`src/rtl/halt_ctrl_pkg.sv`:
```
// Shared processor constants for the run/halt/step controller.
// Holds state encodings, default parameters and small width helpers.
package halt_ctrl_pkg;

    localparam int DEB_CYCLES_DEFAULT = 250000;
    localparam int CNT_W_DEFAULT      = 16;

    typedef enum logic [1:0] {
        HALTED = 2'd0,
        RUN    = 2'd1,
        STEP   = 2'd2
    } halt_state_t;

    // Counter width able to hold the value 'cycles' (never narrower than 1 bit).
    function automatic int deb_cnt_w(input int cycles);
        return (cycles < 1) ? 1 : $clog2(cycles + 1);
    endfunction

endpackage

```
`src/rtl/btn_debounce.sv`:
```
// Raw push-button conditioning: 2-flop synchronizer, stable-level debouncer
// and rising-edge detector producing a one-cycle press pulse.
module btn_debounce
    import halt_ctrl_pkg::*;
#(
    parameter int DEB_CYCLES = DEB_CYCLES_DEFAULT
) (
    input  logic entClk,
    input  logic rst,
    input  logic btn,
    output logic press
);

    localparam int CW = deb_cnt_w(DEB_CYCLES);

    logic          sync1;
    logic          sync2;
    logic          stable;
    logic          stable_q;
    logic [CW-1:0] cnt;

    always_ff @(posedge entClk or posedge rst) begin
        if (rst) begin
            sync1    <= 1'b0;
            sync2    <= 1'b0;
            stable   <= 1'b0;
            stable_q <= 1'b0;
            cnt      <= '0;
        end else begin
            sync1    <= btn;
            sync2    <= sync1;
            stable_q <= stable;
            // Any sample agreeing with the accepted level restarts the count.
            if (sync2 == stable) begin
                cnt <= '0;
            end else if (cnt == CW'(DEB_CYCLES - 1)) begin
                stable <= sync2;
                cnt    <= '0;
            end else begin
                cnt <= cnt + CW'(1);
            end
        end
    end

    assign press = stable & ~stable_q;

endmodule

```
`src/rtl/halt_ctrl.sv`:
```
// Run/halt/single-step controller driving the processor clock divider freeze.
// Buttons are conditioned by two btn_debounce instances feeding one FSM.
//
// state  | meaning
// HALTED | divider frozen, waiting for a run or step press
// RUN    | divider free-running until HLT or a run press
// STEP   | divider released for exactly one divided-clock rising edge
module halt_ctrl
    import halt_ctrl_pkg::*;
#(
    parameter int DEB_CYCLES = DEB_CYCLES_DEFAULT,
    parameter int CNT_W      = CNT_W_DEFAULT
) (
    input  logic             entClk,
    input  logic             rst,
    input  logic             btnRun,
    input  logic             btnStep,
    input  logic             haltInstr,
    input  logic             saidaClk,
    output logic             halt,
    output logic             running,
    output logic             stepDone,
    output logic [CNT_W-1:0] stepCnt
);

    halt_state_t state;
    logic        runPress;
    logic        stepPress;
    logic        saida_q;
    logic        saidaRise;

    btn_debounce #(.DEB_CYCLES(DEB_CYCLES)) u_deb_run (
        .entClk (entClk),
        .rst    (rst),
        .btn    (btnRun),
        .press  (runPress)
    );

    btn_debounce #(.DEB_CYCLES(DEB_CYCLES)) u_deb_step (
        .entClk (entClk),
        .rst    (rst),
        .btn    (btnStep),
        .press  (stepPress)
    );

    assign saidaRise = saidaClk & ~saida_q;

    always_ff @(posedge entClk or posedge rst) begin
        if (rst) begin
            state    <= HALTED;
            halt     <= 1'b1;
            running  <= 1'b0;
            stepDone <= 1'b0;
            stepCnt  <= '0;
            saida_q  <= 1'b0;
        end else begin
            saida_q  <= saidaClk;
            stepDone <= 1'b0;
            case (state)
                HALTED: begin
                    // Run has priority when both buttons land in the same cycle.
                    if (runPress) begin
                        state   <= RUN;
                        halt    <= 1'b0;
                        running <= 1'b1;
                    end else if (stepPress) begin
                        state   <= STEP;
                        halt    <= 1'b0;
                        running <= 1'b0;
                    end
                end
                RUN: begin
                    if (haltInstr || runPress) begin
                        state   <= HALTED;
                        halt    <= 1'b1;
                        running <= 1'b0;
                    end
                end
                STEP: begin
                    // HLT and run presses are deliberately ignored mid-step.
                    if (saidaRise) begin
                        state    <= HALTED;
                        halt     <= 1'b1;
                        stepDone <= 1'b1;
                        stepCnt  <= stepCnt + CNT_W'(1);
                    end
                end
                default: begin
                    state   <= HALTED;
                    halt    <= 1'b1;
                    running <= 1'b0;
                end
            endcase
        end
    end

endmodule

```
`config.mk`:
```
export PLATFORM = sky130hd
export DESIGN_NAME = halt_ctrl
export DESIGN_NICKNAME = d
export VERILOG_FILES = /design/src/rtl/halt_ctrl_pkg.sv /design/src/rtl/btn_debounce.sv /design/src/rtl/halt_ctrl.sv
export SDC_FILE = /design/constraint.sdc
export NUM_CORES = 1
export LEC_CHECK = 0
export BUFFER_PORTS_ARGS = -buffer_cell sky130_fd_sc_hd__buf_2
export CAP_MARGIN = 25
export CORE_MARGIN = 3
export CORE_UTILIZATION = 45
export DETAILED_ROUTE_END_ITERATION = 8
export PLACE_DENSITY = 0.65
export SYNTH_ARGS = -nofsm -noshare
export SYNTH_HDL_FRONTEND = slang
export SYNTH_HIERARCHICAL = 1
export SYNTH_SLANG_ARGS = --single-unit
export TNS_END_PERCENT = 30
```
`constraint.sdc`:
```
create_clock -name entClk -period 1.67 [get_ports entClk]
set_input_delay 0.0835 -clock entClk [delete_from_list [all_inputs] [get_ports entClk]]
set_output_delay 0.0835 -clock entClk [all_outputs]
set_load 0.05 [all_outputs]
```
==> metrics.md, run 1 <==
| Metric | Value |
|---|---|
| Critical Path Start Type | `flop` |
| Initial Util | `0.4793` |
| Die Span X | `89.64 µm` |
| Remaining Overflow, GRT | `0` |
| Fin Clk Skew | `around 9.2 ps` |
| Buf/Inv on CP | `1` |
| Clock slew at reported path FFs | `70 ps` |
| Internal power | `2.543 mW` |
| Dpl cells | `434` |
| Mapped Cells | `296` |
| Relative slew slack | `0.7343` |
| Clock power share | `0.452` |
| Power Density | `about 830 nW/µm²` |
| Critical Path RT | `1880 ps` |
| Largest net degree at the start of global routing | `23` |
| Yosys warning count | `6` |
| Count of cell types in the netlist | `39` |
| Boundary pin count | `25` |
| First-pass GRT wire length | `roughly 10,000 µm` |
| WL/cell | `between 10 and 15 µm` |
| GRT Total Usage | `0.1663` |
| Worst Reg-to-Reg Cells | `5` |
| Final Routed Wirelength | `5962 µm` |
| Antenna fix cells | `0` |
| Clk Latency, worst-skew pair | `320 ps` |
| Crit Path Max Fanout | `7` |
| Dpl hpwl | `~4300 µm` |
| Total CTS buffers | `9` |
| Leakage | `1.748 nW` |
| P_sw | `0.6400 mW` |
| Switching share of power | `0.2010` |
| PortBufs | `24` |
| Final setup vio count | `36` |
| Fmax | `583.6 MHz` |
| Clock Sinks | `66` |
| Hold Path Depth | `4` |
| Comb pwr share | `0.036` |
| Violations in the final reports | `negative setup slack` |
| Post-Syn Area | `3148 µm²` |
| Crit end category | `flop` |
| Core Rows | `29` |
| GPL Wtd Cong | `around 0.84` |
| CTS H-tree lvls | `3` |
| NumNets Final | `roughly 370` |
| Async set-reset flop share out of synthesis | `1.000` |
| Worst hold slack | `around 120 ps` |
| DIE AREA | `between 8000 and 9000 µm²` |
| Peak supply drop | `0.3350 mV` |
| Antenna violations before repair | `0` |
| Crit path depth | `5` |
| Synth Register Bits | `66` |
| CTS root buffer | `clkbuf_8` |
| DRC | `0` |
| Period utilisation layout | `1.026` |
| CTS tree | `built` |
| Vias in the first global route | `2,245` |
| DR vias | `approximately 2,400` |
| Syn Nets | `305` |
| Crit-path leading delay family | `simple AND/OR/NAND/NOR gates` |
| Fraction of layout cells with a size suffix above 1 | `0.2576` |
| CP arrival | `1930 ps` |
| Die height | `approximately 90 µm` |
| Sequential share of the synthesized area | `0.5250` |
| Sequential share of power | `0.513` |
| Layout fillers | `between 500 and 600` |
| Commonest non-fill, non-tap cells in the layout | `65 x dfrtp_1, 35 x nor2_1, 34 x buf_4` |
| Final WS setup | `-43.56 ps` |
| Avg Cell Area, Syn | `10.64 µm²` |
| Final hold violations | `0` |
| Max Slew Vio Count | `0` |
| Most common cell after layout, fill and taps aside | `dfrtp_1` |
| Area delta synth->final | `21.78%` |
| Postcts setup bufs | `0` |
| Worst slew pin tran | `394.9 ps` |
| HP Class | `in -> reg` |
| Routed Antenna Nets | `0` |
| Crit Path Class | `reg -> reg` |
| EDFF count, synth | `0` |
| Status | `finished, violations left` |
| Final non-filler cell total | `454` |
| Drt via density | `5.183` |
| RSZ-0062 raised after global routing | `yes` |
| Starting DRT DRC Count | `70` |
| Critical-path cell list | `or4b_4 > nor4_4 > a41o_1 > buf_4 > nor2_1` |
| Core area | `between 6000 and 7000 µm²` |
| Clock Tree Buf Depth | `2` |
| Primary FF master, synth | `dfrtp_1` |
| Max-cap violation count | `0` |
| CP max stage cell | `or4b_4` |
| Drt pass-1 iters | `4` |
| Fin crit period | `1714 ps` |
| Peak per-stage delay on the critical path | `550 ps` |
[tightest hold or removal path, cell delays in order]
cell	delay [ps]
buf_2	80
nor2_1	50
a21oi_1	140
nor2_1	50
[area by class of cell]
cell class | instances | area (µm²) | area share
clock inverter | 3 | 65.06 | 0.01697
tap | 93 | 116.4 | 0.03035
clock buffer | 13 | 148.9 | 0.03884
inverter | 7 | 26.28 | 0.006854
multi-input combinational | 208 | 1386 | 0.3616
sequential | 66 | 1653 | 0.4311
timing repair buffer | 64 | 437.9 | 0.1142
[power by group through the flow]
stage	clock, mW	combinational [mW]	sequential [mW]
after floorplan	0	0.0765	1.66
after global placement	0	0.104	1.66
after detailed placement	0	0.105	1.66
after CTS	1.49	0.115	1.63
after global routing	1.57	0.131	1.63
final	1.44	0.113	1.63
[metal layers]
metal | vias up | routed length (µm) | part of all wire | global-route usage
met4 | 0 | 65 | 0.011 | 0.06089
met3 | 6 | 212 | 0.036 | 0.03011
li1 | 1161 | - | - | -
met5 | - | 0 | 0 | 0
met1 | 1144 | 2917 | 0.49 | 0.2254
met2 | 42 | 2767 | 0.46 | 0.2673
[worst paths after layout]
kind / start / to / slack, ps
min reg2reg: u_deb_step/sync1$_DFF_PP0_ / u_deb_step/sync2$_DFF_PP0_ / 350
max: u_deb_run/cnt[11]$_DFF_PP0_ / u_deb_run/cnt[10]$_DFF_PP0_ / -40
max in group asynchronous: rst / halt$_DFFE_PP1P_ / 1040
max reg2reg: u_deb_run/cnt[11]$_DFF_PP0_ / u_deb_run/cnt[10]$_DFF_PP0_ / -40
min: haltInstr / state[0]$_DFFE_PP0P_ / 120
min in group asynchronous: rst / stepCnt[11]$_DFFE_PP0P_ / 360
[per-stage QoR]
stage | area, µm² | setup slack [ps] | TNS (ps) | power, mW | util
6_report | 3834 | -43.56 | -1059 | 3.183 | 0.5837
5_1_grt | 3834 | -138.5 | -3703 | 3.336 | 0.5837
4_1_cts | 3797 | -68.10 | -1374 | 3.235 | 0.5782
3_5_place_dp | 3517 | -84.03 | -1138 | 1.768 | 0.5355
3_3_place_gp | 3517 | -13.74 | -64.27 | 1.766 | 0.5355
2_1_floorplan | 3148 | -47.47 | -913.6 | 1.735 | -
[sequential cells by signal, indices dropped and copies added (netlist names)]
| register | count |
|---|---|
| running | 1 |
| u_deb_step/stable | 1 |
| u_deb_step/sync2 | 1 |
| halt | 1 |
| u_deb_run/stable_q | 1 |
| u_deb_step/sync1 | 1 |
| u_deb_run/sync2 | 1 |
| u_deb_run/stable | 1 |
| u_deb_step/cnt | 18 |
| u_deb_step/stable_q | 1 |
| u_deb_run/cnt | 18 |
| state | 2 |
| stepCnt | 16 |
| stepDone | 1 |
| saida_q | 1 |
| u_deb_run/sync1 | 1 |
[cells by family after synthesis]
logic type                 Yosys count  share of synthesized area
adders and majority gates            3                    0.01192
buffers and inverters               22                    0.05207
AOI/OAI and AO/OA                   21                    0.04491
xor gates and xnor gates            43                     0.1196
DFF                                 66                     0.5250
and+or+nand+nor                    138                     0.2357
muxes                                3                    0.01073
[cells in the mapped netlist, types with 2 or more instances]
| cell type | n | area [µm²] |
|---|---|---|
| nor4_2 | 2 | 25.02 |
| nand2_1 | 23 | 86.33 |
| buf_12 | 2 | 40.04 |
| ha_1 | 3 | 37.54 |
| a21oi_1 | 7 | 35.03 |
| nand3_1 | 10 | 50.05 |
| xor2_1 | 14 | 122.6 |
| or3_1 | 2 | 12.51 |
| nor2_1 | 37 | 138.9 |
| nor2b_1 | 3 | 18.77 |
| or4b_1 | 2 | 20.02 |
| and3_1 | 8 | 50.05 |
| buf_6 | 6 | 67.56 |
| inv_1 | 7 | 26.28 |
| or4_1 | 4 | 30.03 |
| nand2b_1 | 2 | 12.51 |
| or2_2 | 2 | 12.51 |
| a41o_1 | 2 | 20.02 |
| nor3_1 | 7 | 35.03 |
| mux2_2 | 3 | 33.78 |
| and3_2 | 2 | 15.01 |
| dfrtp_1 | 65 | 1627 |
| clkbuf_1 | 6 | 22.52 |
| and4_1 | 4 | 35.03 |
| o21ai_0 | 3 | 15.01 |
| nand4_1 | 21 | 131.4 |
| o31ai_1 | 4 | 30.03 |
| nor4_1 | 6 | 37.54 |
| xnor2_1 | 29 | 254.0 |
[repair_timing]
item	CTS	global route
gates resized for setup	6	8
setup endpoints to repair	38	38
pin swaps	5	2
endpoints found under the hold margin	68	0
hold buffers	4	0
(Power assumes the default switching activity.)
==> inputs of run 2 (changes only) <==
- PLACE_DENSITY: 0.65 -> 0.71
- SKIP_LAST_GASP: default -> 1
- SYNTH_HIERARCHICAL: 1 -> default
==> run 2 against run 1 <==
The run still ends with negative setup slack left; sequential share of layout area fell by 0.085 points; hold slack got worse by 23 ps; total power fell by 2.4%; final area rose by 0.65%; sequential cell count did not move; wire length rose by 3.4%; die area fell by 3.5%; critical endpoint is now u_deb_step.stable$_DFFE_PP0P_; non-clock buffer count rose by 7; core utilization rose by 1.7 points; cell count fell by 2.0%; critical path depth fell by 2; fmax rose by 0.76%.
==> metrics.md, run 2 <==
| Metric | Value |
|---|---|
| Status | `finished, violations left` |
| Violations in the final reports | `negative setup slack` |
| DIE AREA | `7752 µm² (-3.5%)` |
| Clk Latency, worst-skew pair | `340 ps (+20 ps)` |
| Final hold violations | `0 (unchanged)` |
| Antenna violations before repair | `0 (unchanged)` |
| Post-layout instance area | `3859 µm² (+0.65%)` |
| Fin Clk Skew | `6.244 ps (-2.991 ps)` |
| Fin crit period | `1701 ps (-12.87 ps)` |
| HP Class | `in -> reg` |
| Yosys warning count | `0 (-6)` |
| Clock Tree Buf Depth | `2 (unchanged)` |
| Most common cell after layout, fill and taps aside | `dfrtp_1` |
| Power Density | `805.5 nW/µm² (-3.0%)` |
| Worst slew pin tran | `569.3 ps (+174.4 ps)` |
| Final Util | `0.6008 (+0.01709)` |
| Final non-filler cell total | `445 (-2.0%)` |
| Synth Register Bits | `66 (unchanged)` |
| Core Rows | `29 (unchanged)` |
| Area leader, netlist | `dfrtp_1` |
| CTS tree | `built` |
| Max-cap violation count | `0 (unchanged)` |
| Peak per-stage delay on the critical path | `570 ps (+20 ps)` |
| Drt via density | `5.276 (+1.8%)` |
| Die height | `88.05 µm (-1.8%)` |
| GRT Total Usage | `0.1735 (+0.007153)` |
| Top cell type's share of synthesized area | `0.5370 (+0.02028)` |
| Top cells by area, synth | `dfrtp_1 54%, xnor2_1 6.7%, xor2_1 6.1%, nor2_1 5.2%, nand4_1 2.9%` |
| WL/cell | `13.86 µm (+5.5%)` |
| CTS root buffer | `clkbuf_8` |
| Count of cell types in the netlist | `36 (-7.7%)` |
| Top Registers | `u_deb_run.cnt (18), u_deb_step.cnt (18), stepCnt (16)` |
| Critical Path Start Type | `flop` |
| Mapped Cells | `285 (-3.7%)` |
| Commonest non-fill, non-tap cells in the layout | `59 x dfrtp_1, 42 x nor2_1, 39 x buf_4` |
| GPL Wtd Cong | `0.8257 (-1.4%)` |
| Fraction of layout cells with a size suffix above 1 | `0.2772 (+0.01956)` |
| Syn Nets | `294 (-3.6%)` |
| Final Power | `3.108 mW (-2.4%)` |
| Max Slew Vio Count | `0 (unchanged)` |
| Die Span X | `88.05 µm (-1.8%)` |
| Dpl hpwl | `4418 µm (+2.6%)` |
| Fmax | `588.0 MHz (+0.76%)` |
| Pre-CTS setup slack | `-63.32 ps (+20.71 ps)` |
| First-pass GRT wire length | `10,540 µm (+1.5%)` |
| Crit Path Max Fanout | `2 (-5)` |
| DR vias | `2,348 (-0.21%)` |
| Most common cell in the synthesized netlist | `dfrtp_1` |
| Crit end category | `flop` |
| Starting DRT DRC Count | `75 (+7.1%)` |
| EDFF count, synth | `0 (unchanged)` |
| Final WS setup | `-30.69 ps (+12.87 ps)` |
| PortBufs | `24 (unchanged)` |
| Dpl cells | `424 (-2.3%)` |
| Leakage | `1.795 nW (+2.7%)` |
| Crit-path leading delay family | `simple AND/OR/NAND/NOR gates` |
| Antenna fix cells | `0 (unchanged)` |
| Routed Antenna Nets | `0 (unchanged)` |
| Area delta synth->final | `27.39%` |
| CP max stage cell | `or4b_4` |
| Post-DP Area | `3573 µm² (+1.6%)` |
| Period utilisation layout | `1.018 (-0.007709)` |
| NumNets Final | `372 (+1.9%)` |
| Initial Util | `0.4717 (-0.007675)` |
| Post-Syn Area | `3029 µm² (-3.8%)` |
| Remaining Overflow, GRT | `0 (unchanged)` |
| Top cells by count, synth | `65 x dfrtp_1, 42 x nor2_1, 23 x xnor2_1` |
| Boundary pin count | `25 (unchanged)` |
| Relative slew slack | `0.6197 (-0.1147)` |
| Buf/Inv on CP | `0 (-1)` |
| DRC | `0 (unchanged)` |
| RSZ-0062 raised after global routing | `yes` |
| Primary FF master, synth | `dfrtp_1` |
| Final Routed Wirelength | `6167 µm (+3.4%)` |
| Total CTS buffers | `9 (unchanged)` |
| Drt pass-1 iters | `4 (unchanged)` |
| Clock Sinks | `66 (unchanged)` |
| Vias in the first global route | `2,369 (+5.5%)` |
| Multi-input gate area | `1340 µm² (-3.3%)` |
| CTS H-tree lvls | `3 (unchanged)` |
| Final setup vio count | `8 (-78%)` |
| Avg Cell Area, Syn | `10.63 µm² (about the same)` |
| Core area | `6422 µm² (-2.2%)` |
| Crit Path Class | `reg -> reg` |
| Layout fillers | `540 (-4.3%)` |
| CP arrival | `1930 ps (about the same)` |
| Reg area | `1660 µm² (+0.45%)` |
| Async set-reset flop share out of synthesis | `1.000 (unchanged)` |
| Largest net degree at the start of global routing | `24 (+4.3%)` |
| Critical Path RT | `1890 ps (about the same)` |
| Critical-path cell list | `or4b_4 > nor4_2 > mux2_2` |
| Clock slew at reported path FFs | `70 ps (about the same)` |
| Peak supply drop | `0.6553 mV (+96%)` |
| Sequential share of the synthesized area | `0.5456 (+0.02060)` |
==> run 2: cell type report <==
type / instances / share of cell area
well taps: 77 / 0.02497
inverters: 10 / 0.01070
multi-input cells: 205 / 0.3473
clock buffers: 12 / 0.04021
flip-flops and latches: 66 / 0.4303
clock inverters: 4 / 0.01297
repair buffers: 71 / 0.1336
==> run 2: metal layers <==
layer,track usage,wire (µm),vias to the layer above,share of wire
li1,-,-,1156,-
met1,0.2116,2764,1139,0.45
met2,0.3000,3138,45,0.51
met3,0.05080,208,8,0.034
met4,0.04808,56,0,0.0091
met5,0,0,-,0
==> run 2: path summary, 6_finish.rpt <==
check                      depth (start not counted)  slack [ps]                            end                        start
max in group asynchronous                          4         750               halt$_DFFE_PP1P_                          rst
min                                                4         100           state[0]$_DFFE_PP0P_                    haltInstr
min reg2reg                                        0         350     u_deb_step.sync2$_DFF_PP0_   u_deb_step.sync1$_DFF_PP0_
max reg2reg                                        3         -30  u_deb_step.stable$_DFFE_PP0P_  u_deb_step.cnt[8]$_DFF_PP0_
max                                                3         -30  u_deb_step.stable$_DFFE_PP0P_  u_deb_step.cnt[8]$_DFF_PP0_
min in group asynchronous                          3         350   u_deb_run.stable$_DFFE_PP0P_                          rst
==> run 2: stage by stage <==
stage / setup TNS, ps / hold slack (ps)
floorplan: -258.5 / 114.9
global placement: -43.38 / 165.9
detailed placement: -63.32 / 173.9
CTS: -73.25 / 94.01
global route: -1761 / 137.2
finish: -65.77 / 101.2
==> run 2: cell families after synthesis <==
logic type	after synthesis	share of synthesized area
buffers and inverters	14	0.02024
XOR/XNOR	44	0.1272
AO/OA/AOI/OAI	19	0.05039
AND/OR/NAND/NOR	137	0.2367
adder cells (fa/ha/maj)	3	0.01239
multiplexers	2	0.007434
flip-flops	66	0.5456
==> run 2: timing repair <==
action,in CTS,in global routing
gates resized for setup,1,5
hold buffers,4,0
hold endpoints to repair,24,0
setup endpoints to repair,1,33
pin swaps,0,1
setup buffers,0,1
==> run 2: report_power, final <==
part	internal [mW]	leakage, nW	switching (mW)	total (mW)
combinational	0.0492	0.815	0.0682	0.117
sequential	1.62	0.882	0.0138	1.63
clock	0.769	0.0986	0.592	1.36
==> run 2: worst min-delay path: cells and delay by family <==
| kind | cells | cell delay, ps |
|---|---|---|
| compound gates | 1 | 130 |
| buf+inv | 1 | 100 |
| simple gates | 2 | 90 |
==> inputs of run 3 (changes only) <==
- clock period: 1.67 -> 1.5 ns (I/O delays scaled with it)
==> run 3 against run 2 <==
The run still ends with negative setup slack left; combinational power is 33% higher; clock power grew 8%; setup slack got worse by 210 ps; critical endpoint unchanged; largest power group unchanged.
==> metrics.md, run 3 (synthesis gave the netlist of run 2 again) <==
| Metric | Value |
|---|---|
| Clock Sinks | `66 (unchanged)` |
| Dpl hpwl | `4554 µm (+3.1%)` |
| Critical-path cell list | `or4b_4 > buf_4 > nor4_4 > mux2_2` |
| Vias in the first global route | `2,405 (+1.5%)` |
| P_sw | `0.8080 mW (+20%)` |
| Pre-CTS setup slack | `-261.6 ps (-198.3 ps)` |
| Fin crit period | `1743 ps (+42.28 ps)` |
| Final WS setup | `-243.0 ps (-212.3 ps)` |
| Crit end category | `flop` |
| Starting DRT DRC Count | `136 (+81%)` |
| Remaining Overflow, GRT | `0 (unchanged)` |
| Crit Path Max Fanout | `2 (unchanged)` |
| CTS tree | `built` |
| DIE AREA | `7752 µm² (unchanged)` |
| Worst Reg-to-Reg Cells | `4 (+1)` |
| GPL Wtd Cong | `0.8254 (about the same)` |
| Relative slew slack | `0.6292 (+0.009484)` |
| Hold Path Depth | `4 (unchanged)` |
| DRC | `0 (unchanged)` |
| Crit path depth | `4 (+1)` |
| Final non-filler cell total | `465 (+4.5%)` |
| Buf/Inv on CP | `1 (+1)` |
| DR vias | `2,456 (+4.6%)` |
| Core Rows | `29 (unchanged)` |
| First-pass GRT wire length | `11,390 µm (+8.1%)` |
| Max Slew Vio Count | `0 (unchanged)` |
| Clock power share | `0.428 (-0.010)` |
| Total CTS buffers | `9 (unchanged)` |
| Boundary pin count | `25 (unchanged)` |
| Fin Clk Skew | `12.12 ps (+5.879 ps)` |
| Drt via density | `5.282 (+0.10%)` |
| Critical Path RT | `1720 ps (-170 ps)` |
| Period utilisation layout | `1.162 (+0.1436)` |
| Drt pass-1 iters | `4 (unchanged)` |
| Largest net degree at the start of global routing | `23 (-4.2%)` |
| Commonest non-fill, non-tap cells in the layout | `59 x buf_4, 57 x dfrtp_1, 31 x nor2_1` |
| CP arrival | `1970 ps (+40 ps)` |
| Peak supply drop | `0.5976 mV (-8.8%)` |
| Internal power | `2.635 mW (+8.2%)` |
| Critical Path Start Type | `flop` |
| Most common cell after layout, fill and taps aside | `buf_4` |
| Clock slew at reported path FFs | `80 ps (about the same)` |
| Power Density | `838.3 nW/µm² (+4.1%)` |
| Worst slew pin tran | `542.3 ps (-27.05 ps)` |
| Peak per-stage delay on the critical path | `560 ps (about the same)` |
| Max-cap violation count | `0 (unchanged)` |
| CTS H-tree lvls | `3 (unchanged)` |
| Crit Path Class | `reg -> reg` |
| Comb pwr share | `0.045 (+0.007)` |
| Crit-path leading delay family | `simple AND/OR/NAND/NOR gates` |
| HP Class | `in -> reg` |
| Initial Util | `0.4717 (unchanged)` |
| CTS root buffer | `clkbuf_8` |
| Clock Tree Buf Depth | `2 (unchanged)` |
| Routed Antenna Nets | `0 (unchanged)` |
| Final setup vio count | `47 (+39)` |
| Final Routed Wirelength | `6839 µm (+11%)` |
| Leakage | `1.922 nW (+7.1%)` |
| Core area | `6422 µm² (unchanged)` |
| Antenna fix cells | `0 (unchanged)` |
| Antenna violations before repair | `0 (unchanged)` |
| Fraction of layout cells with a size suffix above 1 | `0.3686 (+0.09138)` |
| Clk Latency, worst-skew pair | `350 ps (about the same)` |
| PortBufs | `24 (unchanged)` |
| GRT Total Usage | `0.1906 (+0.01712)` |
| Die height | `88.05 µm (unchanged)` |
| Switching share of power | `0.2347 (+0.01782)` |
| NumNets Final | `392 (+5.4%)` |
| Die Span X | `88.05 µm (unchanged)` |
| Violations in the final reports | `negative setup slack` |
| Top Registers | `u_deb_run.cnt (18), u_deb_step.cnt (18), stepCnt (16)` |
| Sequential share of power | `0.527 (+0.003)` |
| Area delta synth->final | `35.56%` |
| Status | `finished, violations left` |
| Dpl cells | `440 (+3.8%)` |
| Final hold violations | `0 (unchanged)` |
| RSZ-0062 raised after global routing | `yes` |
| Fmax | `573.7 MHz (-2.4%)` |
| CP max stage cell | `or4b_4` |
| WL/cell | `14.71 µm (+6.1%)` |
## run 3: cell count changes in the layout (fill, tap and decap cells not counted), moves of 3 or more
| cell | before | now |
|---|---|---|
| buf_4 | 39 | 59 |
| nor2_4 | 0 | 3 |
| nor2_2 | 0 | 8 |
| nor4_4 | 0 | 4 |
| nor2_1 | 42 | 31 |
## run 3: worst paths after layout
kind                                                  to                          from  slack [ps]
max                        u_deb_step.stable$_DFFE_PP0P_  u_deb_step.cnt[11]$_DFF_PP0_        -240
min                                 state[0]$_DFFE_PP0P_                     haltInstr         100
max reg2reg                u_deb_step.stable$_DFFE_PP0P_  u_deb_step.cnt[11]$_DFF_PP0_        -240
min reg2reg                   u_deb_step.sync2$_DFF_PP0_    u_deb_step.sync1$_DFF_PP0_         350
max in group asynchronous  u_deb_step.stable_q$_DFF_PP0_                           rst         650
min in group asynchronous             stepDone$_DFF_PP0_                           rst         250
## run 3: worst min-delay path, stage by stage
cell	delay, ps
buf_2	90
nor2_1	40
a21oi_1	140
nor2_1	50
## run 3: final cells by class
class | instances | area, µm²
Fill cell | 490 | 2316
Multi-Input combinational cell | 205 | 1463
Tap cell | 77 | 96.34
Sequential cell | 66 | 1663
Timing Repair Buffer | 91 | 648.1
Clock buffer | 10 | 127.6
Clock inverter | 6 | 67.56
Inverter | 10 | 41.29
## run 3: per-layer routing
layer	GRT usage	routed length, µm	vias up
li1	-	-	1194
met1	0.2789	3304	1197
met2	0.2733	3128	59
met3	0.05362	334	6
met4	0.06456	71	0
met5	0	0	-
## run 3: power by group through the flow
stage,sequential (mW),combinational (mW),clock (mW)
floorplan,1.85,0.0741,0
global placement,1.85,0.128,0
detailed placement,1.85,0.130,0
CTS,1.81,0.148,1.49
global route,1.81,0.175,1.59
finish,1.81,0.156,1.47
## run 3: what timing repair did
item / CTS / global route
endpoints found under the hold margin: 16 / 0
cloned: 1 / 0
endpoints found under the setup margin: 46 / 53
gates resized for setup: 12 / 19
pin swaps: 7 / 8
buffers inserted: 3 / 1
hold buffers: 4 / 0
## run 3: per-stage QoR
step                area (µm²)    util  hold WS [ps]  TNS (ps)  power (mW)
floorplan                 3089       -         106.4     -3951       1.920
global placement          3704  0.5767         63.27     -3453       1.974
detailed placement        3704  0.5767         74.68     -4184       1.977
CTS                       4023  0.6263         85.28     -6418       3.450
global route              4106  0.6394         105.0    -11300       3.576
finish                    4106  0.6394         96.50     -7511       3.443
